### config.mk
export PLATFORM = sky130hd
export DESIGN_NAME = ysyx_22040931_scoreboard
export DESIGN_NICKNAME = d
export VERILOG_FILES = /design/src/rtl/ysyx_22040931_scoreboard.sv
export SDC_FILE = /design/constraint.sdc
export NUM_CORES = 1
export LEC_CHECK = 0
export BUFFER_PORTS_ARGS = -buffer_cell sky130_fd_sc_hd__buf_2
export CORE_AREA = 4 4 193 195
export DETAILED_ROUTE_END_ITERATION = 8
export DIE_AREA = 0 0 197 199
export RECOVER_POWER = 100
export SYNTH_ARGS = -nofsm -noshare
export SYNTH_HDL_FRONTEND = slang
export SYNTH_SLANG_ARGS = --single-unit
### constraint.sdc
create_clock -name clock -period 8.3 [get_ports clock]
set_input_delay 1.245 -clock clock [delete_from_list [all_inputs] [get_ports clock]]
set_output_delay 1.245 -clock clock [all_outputs]
set_load 0.005 [all_outputs]
### src/rtl/ysyx_22040931_scoreboard.sv
// rtl/ysyx_22040931_scoreboard.sv - register scoreboard with operand bypass and hazard stall
//
// Purpose: tracks in-flight destination writes per architectural register,
// selects bypassed operands from EX/MEM/WB, and raises stall for load-use,
// long-latency and pending-counter-full hazards.
// Ports:
//   clock, reset                 rising-edge clock, synchronous active-low reset
//   iss_*                        decode-slot instruction (sources, destination, handshake)
//   flush                        squash the decode slot
//   ex_*/mem_*/wb_*              producer write ports per pipeline stage
//   rf_data / fwd_data, fwd_sel  regfile operands in, resolved operands and source out
//   stall, nop                   hazard stall and downstream bubble request
//   outstanding, err             total pending writes, sticky counter fault flag
module ysyx_22040931_scoreboard #(
   parameter int XLEN = 64,
   parameter int NREG = 32,
   parameter int AW   = 5,
   parameter int NRP  = 2,
   parameter int CW   = 2
) (
   input  logic                clock,
   input  logic                reset,
   input  logic                iss_valid,
   output logic                iss_ready,
   input  logic [NRP-1:0]      iss_rs_en,
   input  logic [NRP*AW-1:0]   iss_rs_addr,
   input  logic                iss_rd_en,
   input  logic [AW-1:0]       iss_rd_addr,
   input  logic                flush,
   input  logic                ex_w_ena,
   input  logic [AW-1:0]       ex_w_addr,
   input  logic [XLEN-1:0]     ex_w_data,
   input  logic                ex_is_load,
   input  logic                mem_w_ena,
   input  logic [AW-1:0]       mem_w_addr,
   input  logic [XLEN-1:0]     mem_w_data,
   input  logic                wb_w_ena,
   input  logic [AW-1:0]       wb_w_addr,
   input  logic [XLEN-1:0]     wb_w_data,
   input  logic [NRP*XLEN-1:0] rf_data,
   output logic [NRP*XLEN-1:0] fwd_data,
   output logic [NRP*2-1:0]    fwd_sel,
   output logic                stall,
   output logic                nop,
   output logic [AW+CW-1:0]    outstanding,
   output logic                err
);

   localparam int OW = AW + CW;
   localparam logic [CW-1:0] PEND_MAX = {CW{1'b1}};
   localparam logic [CW-1:0] PEND_ONE = {{(CW-1){1'b0}}, 1'b1};
   localparam logic [OW-1:0] OUT_ONE  = {{(OW-1){1'b0}}, 1'b1};

   logic [CW-1:0]  pend [NREG];
   logic [NRP-1:0] port_stall;
   logic           rd_full;

   genvar gp;
   generate
      for (gp = 0; gp < NRP; gp++) begin : g_port
         logic [AW-1:0] addr;
         logic          live;
         logic          hit_ex;
         logic          hit_mem;
         logic          hit_wb;

         assign addr    = iss_rs_addr[gp*AW +: AW];
         assign live    = iss_rs_en[gp] && (addr != '0);
         assign hit_ex  = live && ex_w_ena  && (ex_w_addr  == addr);
         assign hit_mem = live && mem_w_ena && (mem_w_addr == addr);
         assign hit_wb  = live && wb_w_ena  && (wb_w_addr  == addr);

         // Youngest producer wins: EX holds the newest value of the register.
         assign fwd_sel[gp*2 +: 2] = hit_ex  ? 2'b01 :
                                     hit_mem ? 2'b10 :
                                     hit_wb  ? 2'b11 : 2'b00;
         assign fwd_data[gp*XLEN +: XLEN] = hit_ex  ? ex_w_data  :
                                            hit_mem ? mem_w_data :
                                            hit_wb  ? wb_w_data  :
                                            rf_data[gp*XLEN +: XLEN];

         // A load in EX has no data yet; a pending write with no stage hit is
         // still in a long-latency unit and cannot be bypassed.
         assign port_stall[gp] = (hit_ex && ex_is_load) ||
                                 (live && !hit_ex && !hit_mem && !hit_wb && (pend[addr] != '0));
      end
   endgenerate

   assign rd_full   = iss_rd_en && (iss_rd_addr != '0) && (pend[iss_rd_addr] == PEND_MAX);
   assign stall     = iss_valid && ((|port_stall) || rd_full);
   assign iss_ready = iss_valid && !stall && !flush;
   assign nop       = (iss_valid && stall) || flush;

   logic inc;
   logic dec;
   logic same;
   logic inc_ok;
   logic dec_ok;
   logic inc_bad;
   logic dec_bad;

   assign inc  = iss_ready && iss_rd_en && (iss_rd_addr != '0);
   assign dec  = wb_w_ena && (wb_w_addr != '0);
   // Issue and retire of one register on the same edge cancel out.
   assign same = inc && dec && (iss_rd_addr == wb_w_addr);

   assign inc_ok  = inc && !same && (pend[iss_rd_addr] != PEND_MAX);
   assign inc_bad = inc && !same && (pend[iss_rd_addr] == PEND_MAX);
   assign dec_ok  = dec && !same && (pend[wb_w_addr] != '0);
   assign dec_bad = dec && !same && (pend[wb_w_addr] == '0);

   always_ff @(posedge clock) begin
      if (!reset) begin
         for (int r = 0; r < NREG; r++) begin
            pend[r] <= '0;
         end
         outstanding <= '0;
         err         <= 1'b0;
      end else begin
         if (inc_ok) begin
            pend[iss_rd_addr] <= pend[iss_rd_addr] + PEND_ONE;
         end
         if (dec_ok) begin
            pend[wb_w_addr] <= pend[wb_w_addr] - PEND_ONE;
         end
         if (inc_ok && !dec_ok) begin
            outstanding <= outstanding + OUT_ONE;
         end else if (dec_ok && !inc_ok) begin
            outstanding <= outstanding - OUT_ONE;
         end
         if (inc_bad || dec_bad) begin
            err <= 1'b1;
         end
      end
   end

endmodule

==> flow_summary.ini, run 1 <==
[final_layout]
final_common_cell = sky130_fd_sc_hd__buf_2
filler_cells_inserted = 3917
layout.core_utilization_pct = 35.9
mostFrequentLayoutCells = sky130_fd_sc_hd__buf_2, sky130_fd_sc_hd__a22oi_1, sky130_fd_sc_hd__clkbuf_1
layout-drive-gt1-share_pct = 31.0
final_area_um2 = 12700
nNetsFinal = 1969
synthToLayoutAreaGrowth_pct = 30.6

[grt]
grt_first_pass_wirelength_um = 96100
grt_start_max_net_pins = 97
via_count_of_the_first_global_routing_pass = 12307
grt_util_all_layers_pct = 34.1
grt_overflow_total = 0
initial_antenna_violation_count = 66

[placed_design]
detailedPlacementHpwl_um = 58800
gpl.final_weighted_congestion = 1.02
dpl_cell_area_um2 = 12500
io_buffer_count = 503

[worst_setup_path]
critical_path.cell_chain = clkbuf_1 -> xor2_1 -> nor4_1 -> and4_1 -> nor3_2 -> clkbuf_1 -> a22oi_1 -> o21ai_0 -> clkbuf_1
critical_path_start_type = input pin
worst-r2r-setup-slack_ns = 3.17
reg2regPathDepth = 9
critical_path.slowest_cell = sky130_fd_sc_hd__clkbuf_1
worst-setup-path-type = in2out
max_stage_delay_ns = 1.82
worstPathMaxFanout = 42
worst_r2r_endpoint = pend[2][0]$_DFFE_PP_
crit-reg2reg-launch = pend[26][0]$_DFFE_PP_
path_common_cell = sky130_fd_sc_hd__clkbuf_1
timing.critical_path.from = wb_w_addr[1]
timing.critical_path.to = fwd_data[16]
wp_data_arrival_ns = 5.79
worst_setup_path_end_kind = output port
worst_ep_required_time_ns = 7.05

[clock_network]
worstSkewPairLatency_ns = 0.35
cts_root_buffer = sky130_fd_sc_hd__clkbuf_16
clkSlewWorstSetupHoldPaths_ns = 0.06
post_cts.repair.setup_buffers = 0
cts-resized-gates = 0
numCtsBuffers = 9
cts.sink_count = 72
tritoncts = yes
clockBufferDepth = 2
h-tree-depth = 3
cts_hold_repair.buffers = 0

[run_status]
failed_checks = capacitance limit, slew limit
outcome = complete, but fails checks

[routing]
route.detailed.wl_per_inst_um = 34.3
drtIter0Drc = 1808
route.final.wire_length_um = 71900
dr_total_vias = 13339
drt_first_pass_iters = 6
drt.antenna.violating_nets = 0
via_per_inst = 6.35
post-route-drc-count = 0

[yosys]
post_synthesis_cell_type_with_the_largest_combined_area = sky130_fd_sc_hd__edfxtp_1
synth_ff_type = sky130_fd_sc_hd__edfxtp_1
syn-instance-count = 1194
sequential_fraction_of_the_synthesis_area_pct = 21.4
synth_seq_cells = 72
synth-edff-count = 64
ys_types = 68
postSynthAreaPerCell_um2 = 8.15
post-synth-top-area-fraction_pct = 19.8
synth.cell_area_um2 = 9730
post_synth_main_area_contributors = sky130_fd_sc_hd__edfxtp_1, sky130_fd_sc_hd__a22oi_1, sky130_fd_sc_hd__mux4_2
synthesis.yosys.warnings = 0
async_reset_ff_share_pct = 0

[timing]
timing.final.crit_share_pct = 84.8
hold_viol = 0
finalSetupViolations = 0
timing.final.max_slew_violations = 245
finClkSkew_ns = 0.00829
worst_hold_slack_ns = 0.474
grt_setup_unrepaired = no
min_period_ns = 7.04
relSlewSlack_pct = -72.3
final.setup.tns_ns = 0
maxClockFrequency_mhz = 142
tightest_slew_ns = 2.58

[floorplanning]
dieArea_um2 = 39200
floorplan.die.height_um = 199
placementRows = 69
core_area_um2 = 35400
num_io_pins = 504
die_width_um = 197
floorplan.initialDensity_pct = 27.5

[min_path]
min_path_type = reg2reg
worstHoldStart = err$_SDFFE_PN0P_

[job]
drv_cap = 9

[pwr]
totalPowerFinal_mw = 1.45
total_leakage_power_nw = 5.05
power_density_of_the_placed_cells_nw_per_um2 = 114
vdd.ir_drop.worst_mv = 0.0780
[logic make-up after synthesis]
group	synth area share [%]
compound gates	36.4
simple gates	16.5
buf+inv	6.07
mux	14.6
flops	21.4
xor+xnor	3.69
fa+ha+maj	1.23
other cells	0.0385
[worst max-delay path, delay by kind of cell]
family,cells,cell delay [ns]
xor+xnor,1,0.20
buf+inv,3,3.17
compound gates,2,0.61
simple gates,3,0.46
[cell usage after synthesis, drive strengths merged (3+ instances only)]
cell and count:
edfxtp 64, xor2 26, o31ai 4, inv 17, o311ai 6, nor2b 6, o22ai 37, xnor2 15
o21ai 120, nor4 8, nand2b 6, or4b 3, or3 11, and4 6, clkbuf 106, a211oi 22
or3b 3, a22o 3, o211ai 9, nor3 11, a21oi 28, nor2 106, o221ai 18, ha 8
nor3b 5, a21o 28, a22oi 188, and3 13, o32ai 20, or2 21, nand3b 5, buf 29
dfxtp 8, nand4 10, a31oi 8, mux4 44, nand3 40, mux2i 43, nand2 55, and2 8
[power breakdown]
| group | internal, mW | switching (mW) | total, mW |
|---|---|---|---|
| combinational | 0.242 | 0.355 | 0.597 |
| clock | 0.236 | 0.173 | 0.409 |
| sequential | 0.418 | 0.0273 | 0.445 |
| total | 0.896 | 0.556 | 1.45 |
[per-stage QoR]
step | instances | setup WS [ns]
final | 2099 | 1.26
after global routing | 2086 | 1.03
after CTS | 2065 | 2.25
after detailed placement | 2049 | 1.87
after global placement | 2049 | 1.95
after floorplan | 1195 | 2.15
[state kept, by name, indices dropped and copies added, names as in the netlist]
signal	count
pend	64
outstanding	7
err	1
[area by class of cell]
class                   count  area (um2)  area share (%)
diodes                     34        85.1           0.669
inverters                  17        63.8           0.502
multi-input cells         971        7070            55.7
clock inverters             7        77.6           0.610
repair buffers            528        2530            19.9
flip-flops and latches     72        2080            16.4
well taps                 461         577            4.54
clock buffers               9         225            1.77
[worst min-delay path by stage]
stage / to / slack, ns / depth (start not counted)
4_1_cts: err$_SDFFE_PN0P_ / 0.48 / 2
6_report: err$_SDFFE_PN0P_ / 0.47 / 2
3_3_place_gp: err$_SDFFE_PN0P_ / 0.45 / 2
3_5_place_dp: err$_SDFFE_PN0P_ / 0.46 / 2
5_1_grt: err$_SDFFE_PN0P_ / 0.54 / 2
2_1_floorplan: err$_SDFFE_PN0P_ / 0.45 / 2
[per-layer routing]
layer | vias up | share of wire (%) | GRT usage (%)
met2 | 1064 | 44 | 50.9
met5 | - | 0.42 | 1.73
met4 | 34 | 2.8 | 9.81
met1 | 6467 | 38 | 45.0
li1 | 5605 | - | -
met3 | 169 | 15 | 14.3
Note: power is estimated with default switching activity, not from simulation.
==> run 2, diff against run 1 <==
--- a/config.mk
+++ b/config.mk
@@ -5,10 +5,11 @@
 export SDC_FILE = /design/constraint.sdc
 export NUM_CORES = 1
 export LEC_CHECK = 0
+export ABC_AREA = 1
 export BUFFER_PORTS_ARGS = -buffer_cell sky130_fd_sc_hd__buf_2
-export CORE_AREA = 4 4 193 195
+export CORE_AREA = 4 4 195 197
 export DETAILED_ROUTE_END_ITERATION = 8
-export DIE_AREA = 0 0 197 199
+export DIE_AREA = 0 0 199 201
 export RECOVER_POWER = 100
 export SYNTH_ARGS = -nofsm -noshare
 export SYNTH_HDL_FRONTEND = slang
==> constraint.sdc (replaced) <==
create_clock -name clock -period 6.05 [get_ports clock]
set_input_delay 0.9075 -clock clock [delete_from_list [all_inputs] [get_ports clock]]
set_output_delay 0.9075 -clock clock [all_outputs]
set_load 0.005 [all_outputs]
==> run 2 against run 1 <==
The flow still finishes with violations (capacitance limit, slew limit). First-iteration DRC count is 36% higher. Die area is 2.0% higher. Flip-flop and latch count stayed put. Final area is 6.4% higher. Sequential share of layout area is 0.98 points lower. Utilization is 1.4 points higher. Count of clock-buffer cells in the layout is 1 higher. Combinational power is 47% higher.
==> flow_summary.ini, run 2 <==
[run_status]
outcome = complete, but fails checks
failed_checks = capacitance limit, slew limit

[routing]
drt_first_pass_iters = 6
via_per_inst = 5.85
post-route-drc-count = 0
route.final.wire_length_um = 75700
dr_total_vias = 15765
drtIter0Drc = 2458
route.detailed.wl_per_inst_um = 28.1
drt.antenna.violating_nets = 0

[timing]
grt_setup_unrepaired = no
worst_hold_slack_ns = 0.466
hold_viol = 0
timing.final.max_slew_violations = 67
maxClockFrequency_mhz = 176
min_period_ns = 5.68
finClkSkew_ns = 0.00759
tightest_slew_ns = 2.08
final.setup.tns_ns = 0
timing.final.crit_share_pct = 93.8
finalSetupViolations = 0
final.setup.worst_slack_ns = 0.374
relSlewSlack_pct = -39.0

[yosys]
synth_seq_cells = 72
synthesis.yosys.warnings = 0
async_reset_ff_share_pct = 0
synth_ff_type = sky130_fd_sc_hd__edfxtp_1
postSynthAreaPerCell_um2 = 5.81
most_frequent_cell_after_synthesis = sky130_fd_sc_hd__nand2_1
syn-instance-count = 1803
synthTopCellsByCount = sky130_fd_sc_hd__nand2_1, sky130_fd_sc_hd__nand3_1, sky130_fd_sc_hd__inv_1
ys_types = 42
sequential_fraction_of_the_synthesis_area_pct = 19.9
post_synthesis_cell_type_with_the_largest_combined_area = sky130_fd_sc_hd__edfxtp_1
post-synth-top-area-fraction_pct = 18.4
synth-edff-count = 64
synth.cell_area_um2 = 10500
post_synth_main_area_contributors = sky130_fd_sc_hd__edfxtp_1, sky130_fd_sc_hd__nand2_1, sky130_fd_sc_hd__nand3_1

[grt]
met3_routing_resource_usage_after_global_routing_pct = 13.1
met2_usage_grt_pct = 49.6
grt.met1_usage_pct = 52.6
grt_start_max_net_pins = 156
grt_first_pass_wirelength_um = 105000
grt_util_all_layers_pct = 35.8
via_count_of_the_first_global_routing_pass = 14545
initial_antenna_violation_count = 17
grt_overflow_total = 0
grt_most_used_layer = met1

[worst_setup_path]
wp_data_arrival_ns = 4.77
crit-reg2reg-launch = pend[11][0]$_DFFE_PP_
timing.critical_path.from = iss_rs_addr[6]
worst-r2r-setup-slack_ns = 1.60
critical_path_start_type = input pin
worstPathMaxFanout = 35
worst_setup_path_end_kind = output port
worst-setup-path-type = in2out
worst_ep_required_time_ns = 5.14

[pwr]
vdd.ir_drop.worst_mv = 0.133
power.switching_fraction_pct = 40.9
switchingPower_mw = 0.841
int_power_mw = 1.22
power.share.sequential_pct = 29.2
portion_of_total_power_attributed_to_the_clock_network_pct = 28.2
power.combinational.fraction_pct = 42.7
total_leakage_power_nw = 6.66
power_density_of_the_placed_cells_nw_per_um2 = 152
totalPowerFinal_mw = 2.06

[clock_network]
post_cts.repair.setup_buffers = 0
clkSlewWorstSetupHoldPaths_ns = 0.06
cts_hold_repair.buffers = 0
cts-resized-gates = 0
clockBufferDepth = 2
worstSkewPairLatency_ns = 0.35
numCtsBuffers = 9
h-tree-depth = 3
cts_root_buffer = sky130_fd_sc_hd__clkbuf_16
tritoncts = yes
cts.sink_count = 72

[placed_design]
detailedPlacementHpwl_um = 62100
io_buffer_count = 503
gpl.final_weighted_congestion = 1.10
cell_total_after_placement = 2672
place_ws_ns = 0.694
dpl_cell_area_um2 = 13400

[floorplanning]
floorplan.initialDensity_pct = 28.9
placementRows = 70
floorplan.die.height_um = 201
core_area_um2 = 36300
dieArea_um2 = 40000
num_io_pins = 504
die_width_um = 199

[final_layout]
top_regs = pend x64, outstanding x7, err x1
largest_register_ff_count = 64
mostFrequentLayoutCells = sky130_fd_sc_hd__nand2_1, sky130_fd_sc_hd__buf_2, sky130_fd_sc_hd__nand3_1
layout.core_utilization_pct = 37.3
nNetsFinal = 2585
top_register = pend
synthToLayoutAreaGrowth_pct = 29.1
final_area_um2 = 13500
final_common_cell = sky130_fd_sc_hd__nand2_1
layout-drive-gt1-share_pct = 21.3
layoutNonFillerInstCount = 2697

[min_path]
min_path_type = reg2reg
worstHoldStart = err$_SDFFE_PN0P_

[job]
drv_cap = 2
-- run 2: cell types whose count changed in the layout (fill, tap and decap cells not counted), moves of 72 or more --
cell,previous run,this run
sky130_fd_sc_hd__a22oi_1,188,13
sky130_fd_sc_hd__o22ai_1,37,109
sky130_fd_sc_hd__nand3_1,40,267
sky130_fd_sc_hd__inv_1,17,246
sky130_fd_sc_hd__o211ai_1,9,84
sky130_fd_sc_hd__nand2_1,55,390
-- run 2: cell type report --
type | instances | area (um2)
fill | 4125 | 22700
multi-input combinational | 1310 | 6740
timing repair buffer | 554 | 2770
sequential | 72 | 2080
inverter | 268 | 1010
tap | 468 | 586
clock buffer | 10 | 229
clock inverter | 6 | 83.8
antenna | 9 | 22.5
-- run 2: path summary, 6_finish.rpt --
check	endpoint	cells after the start
min	err$_SDFFE_PN0P_	2
max	fwd_data[88]	11
max reg2reg	outstanding[5]$_SDFFE_PN0P_	28
min reg2reg	err$_SDFFE_PN0P_	2
-- run 2: worst max-delay path, cell delays in order --
cell	delay [ns]
sky130_fd_sc_hd__clkbuf_1	0.29
sky130_fd_sc_hd__nor2_2	0.49
sky130_fd_sc_hd__nand4_1	0.16
sky130_fd_sc_hd__nand2_1	0.14
sky130_fd_sc_hd__nor2_1	0.06
sky130_fd_sc_hd__buf_4	0.20
sky130_fd_sc_hd__nor2_2	1.25
sky130_fd_sc_hd__buf_4	0.57
sky130_fd_sc_hd__nand3_1	0.22
sky130_fd_sc_hd__o211ai_1	0.24
sky130_fd_sc_hd__buf_2	0.19
-- run 2: power by group through the flow --
stage	Combinational (mW)	Sequential [mW]	Clock, mW
after global routing	0.939	0.601	0.604
final	0.878	0.600	0.579
after CTS	0.871	0.597	0.584
after floorplan	0.419	0.595	0
after global placement	0.869	0.607	0
after detailed placement	0.868	0.608	0
-- run 2: logic make-up after synthesis --
group | count (synthesis) | synth area share (%)
AND/OR/NAND/NOR | 887 | 37.5
buffers and inverters | 422 | 15.8
AO/OA/AOI/OAI | 403 | 24.8
flip-flops | 72 | 19.9
XOR/XNOR | 9 | 0.753
adder cells (fa/ha/maj) | 9 | 1.15
other | 1 | 0.0358
-- run 2: per-layer routing --
metal  up-vias  wire length (um)  share of wire [%]
met5         -                57              0.075
met2      1224             30000                 40
met1      7344             32500                 43
li1       7067                 -                  -
met4         8              1950                2.6
met3       122             11200                 15
==> run 3, diff against run 2 <==
--- a/config.mk
+++ b/config.mk
@@ -7,9 +7,9 @@
 export LEC_CHECK = 0
 export ABC_AREA = 1
 export BUFFER_PORTS_ARGS = -buffer_cell sky130_fd_sc_hd__buf_2
-export CORE_AREA = 4 4 195 197
+export CORE_AREA = 4 4 194 196
 export DETAILED_ROUTE_END_ITERATION = 8
-export DIE_AREA = 0 0 199 201
+export DIE_AREA = 0 0 198 200
 export RECOVER_POWER = 100
 export SYNTH_ARGS = -nofsm -noshare
 export SYNTH_HDL_FRONTEND = slang
==> run 3 against run 2 <==
Clock power shrank 8.6%. Global-route usage grew 0.49 points. Highest routed layer unchanged. Fmax grew 1.2%. The flow still finishes with violations (capacitance limit, slew limit). Combinational power grew 1%. Largest cell class unchanged.
==> flow_summary.ini, run 3 (same netlist as run 2, synthesis figures left out) <==
[timing]
min_period_ns = 5.61
hold_viol = 0
timing.final.crit_share_pct = 92.7
finalSetupViolations = 0
relSlewSlack_pct = -30.0
final.setup.tns_ns = 0
tightest_slew_ns = 1.95
worst_hold_slack_ns = 0.478
grt_setup_unrepaired = no
timing.final.max_slew_violations = 55
finClkSkew_ns = 0.0111
maxClockFrequency_mhz = 178
final.setup.worst_slack_ns = 0.439

[worst_setup_path]
worst_ep_required_time_ns = 5.14
reg2regPathDepth = 28
critical_path.slowest_cell = sky130_fd_sc_hd__nand2_1
timing.critical_path.from = iss_rs_addr[2]
max_stage_delay_ns = 0.84
worst-r2r-setup-slack_ns = 1.38
critical_path.cell_chain = clkbuf_1 -> inv_1 -> nand2_1 -> nand2_1 -> nor2_1 -> nand3_1 -> nor2_1 -> clkinv_1 -> nand2_1 -> buf_12 -> nor2_1 -> a211oi_1 -> a21oi_1 -> clkbuf_1
crit-reg2reg-launch = pend[25][1]$_DFFE_PP_
worst_r2r_endpoint = outstanding[5]$_SDFFE_PN0P_
wp_data_arrival_ns = 4.70
worstPathMaxFanout = 35
worst-setup-path-type = in2out
critical_path_start_type = input pin
worst_setup_path_end_kind = output port

[routing]
route.layer.met1.wl_um = 33600
met2_length_um = 30500
route.final.wire_length_um = 76800
met3_length_um = 11000
route.detailed.wl_per_inst_um = 28.5
drtIter0Drc = 2079
via_per_inst = 5.86
drt.antenna.violating_nets = 0
dr_total_vias = 15811
post-route-drc-count = 0
dr.max_layer_used = met5
drt_first_pass_iters = 6

[clock_network]
cts-resized-gates = 0
clkSlewWorstSetupHoldPaths_ns = 0.06
cts.sink_count = 72
post_cts.repair.setup_buffers = 0
numCtsBuffers = 9
h-tree-depth = 3
worstSkewPairLatency_ns = 0.36
clockBufferDepth = 2
tritoncts = yes
cts_root_buffer = sky130_fd_sc_hd__clkbuf_16
cts_hold_repair.buffers = 0

[final_layout]
largest_register_ff_count = 64
filler_cells_inserted = 4208
synthToLayoutAreaGrowth_pct = 29.5
mostFrequentLayoutCells = sky130_fd_sc_hd__nand2_1, sky130_fd_sc_hd__buf_2, sky130_fd_sc_hd__nand3_1
nNetsFinal = 2586
layoutNonFillerInstCount = 2700
final_common_cell = sky130_fd_sc_hd__nand2_1
top_regs = pend x64, outstanding x7, err x1
top_register = pend
layout-drive-gt1-share_pct = 21.7

[pwr]
vdd.ir_drop.worst_mv = 0.139
power_density_of_the_placed_cells_nw_per_um2 = 149
totalPowerFinal_mw = 2.02
total_leakage_power_nw = 6.70

[grt]
initial_antenna_violation_count = 16
via_count_of_the_first_global_routing_pass = 14361
grt_util_all_layers_pct = 36.3
grt_start_max_net_pins = 164
grt_first_pass_wirelength_um = 105000
grt_overflow_total = 0

[floorplanning]
floorplan.die.height_um = 200
dieArea_um2 = 39600
num_io_pins = 504
core_area_um2 = 36100
floorplan.initialDensity_pct = 29.0
die_width_um = 198
placementRows = 70

[min_path]
worst_hold_path.endpoint = outstanding[6]$_SDFFE_PN0P_
worstHoldStart = outstanding[6]$_SDFFE_PN0P_
min_path_type = reg2reg
worstHoldPathCells = 2

[placed_design]
place_ws_ns = 0.616
gpl.final_weighted_congestion = 1.07
detailedPlacementHpwl_um = 63400
io_buffer_count = 503
cell_total_after_placement = 2673

[run_status]
failed_checks = capacitance limit, slew limit
outcome = complete, but fails checks

[job]
drv_cap = 2
[run 3: power by group]
group	switching (mW)	internal, mW	total, mW
Sequential	0.0329	0.569	0.602
Clock	0.225	0.304	0.529
Combinational	0.602	0.288	0.889
Total	0.860	1.16	2.02
[run 3: worst max-delay path by stage]
stage / slack [ns] / to / cells after the start
global route: 0.23 / outstanding[6]$_SDFFE_PN0P_ / 29
CTS: 1.00 / outstanding[5]$_SDFFE_PN0P_ / 32
detailed placement: 0.62 / outstanding[5]$_SDFFE_PN0P_ / 32
finish: 0.44 / fwd_data[4] / 14
global placement: 0.63 / outstanding[5]$_SDFFE_PN0P_ / 30
floorplan: 1.21 / outstanding[5]$_SDFFE_PN0P_ / 33
[run 3: cell type report]
| cell class | count | area, um2 | area share, % |
|---|---|---|---|
| Clock buffer | 12 | 258 | 1.90 |
| Inverter | 268 | 1010 | 7.42 |
| Sequential cell | 72 | 2080 | 15.4 |
| Multi-Input combinational cell | 1310 | 6760 | 49.8 |
| Tap cell | 468 | 586 | 4.32 |
| Clock inverter | 4 | 26.3 | 0.194 |
| Timing Repair Buffer | 555 | 2820 | 20.8 |
| Antenna cell | 11 | 27.5 | 0.203 |
[run 3: metal layers]
| metal | global-route usage, % | vias up |
|---|---|---|
| met5 | 2.87 | - |
| met4 | 6.43 | 10 |
| met2 | 50.2 | 1109 |
| met1 | 53.9 | 7522 |
| li1 | - | 7073 |
| met3 | 13.4 | 97 |
[run 3: metrics by stage]
stage               area, um2  utilization, %
floorplan               10500               -
global placement        13400            37.2
detailed placement      13400            37.2
CTS                     13700            38.0
global route            13500            37.5
finish                  13600            37.6
[run 3: critical path: cells and delay by family]
family / cells / cell delay (ns)
compound gates: 2 / 0.38
simple gates: 7 / 2.03
buf+inv: 5 / 1.33
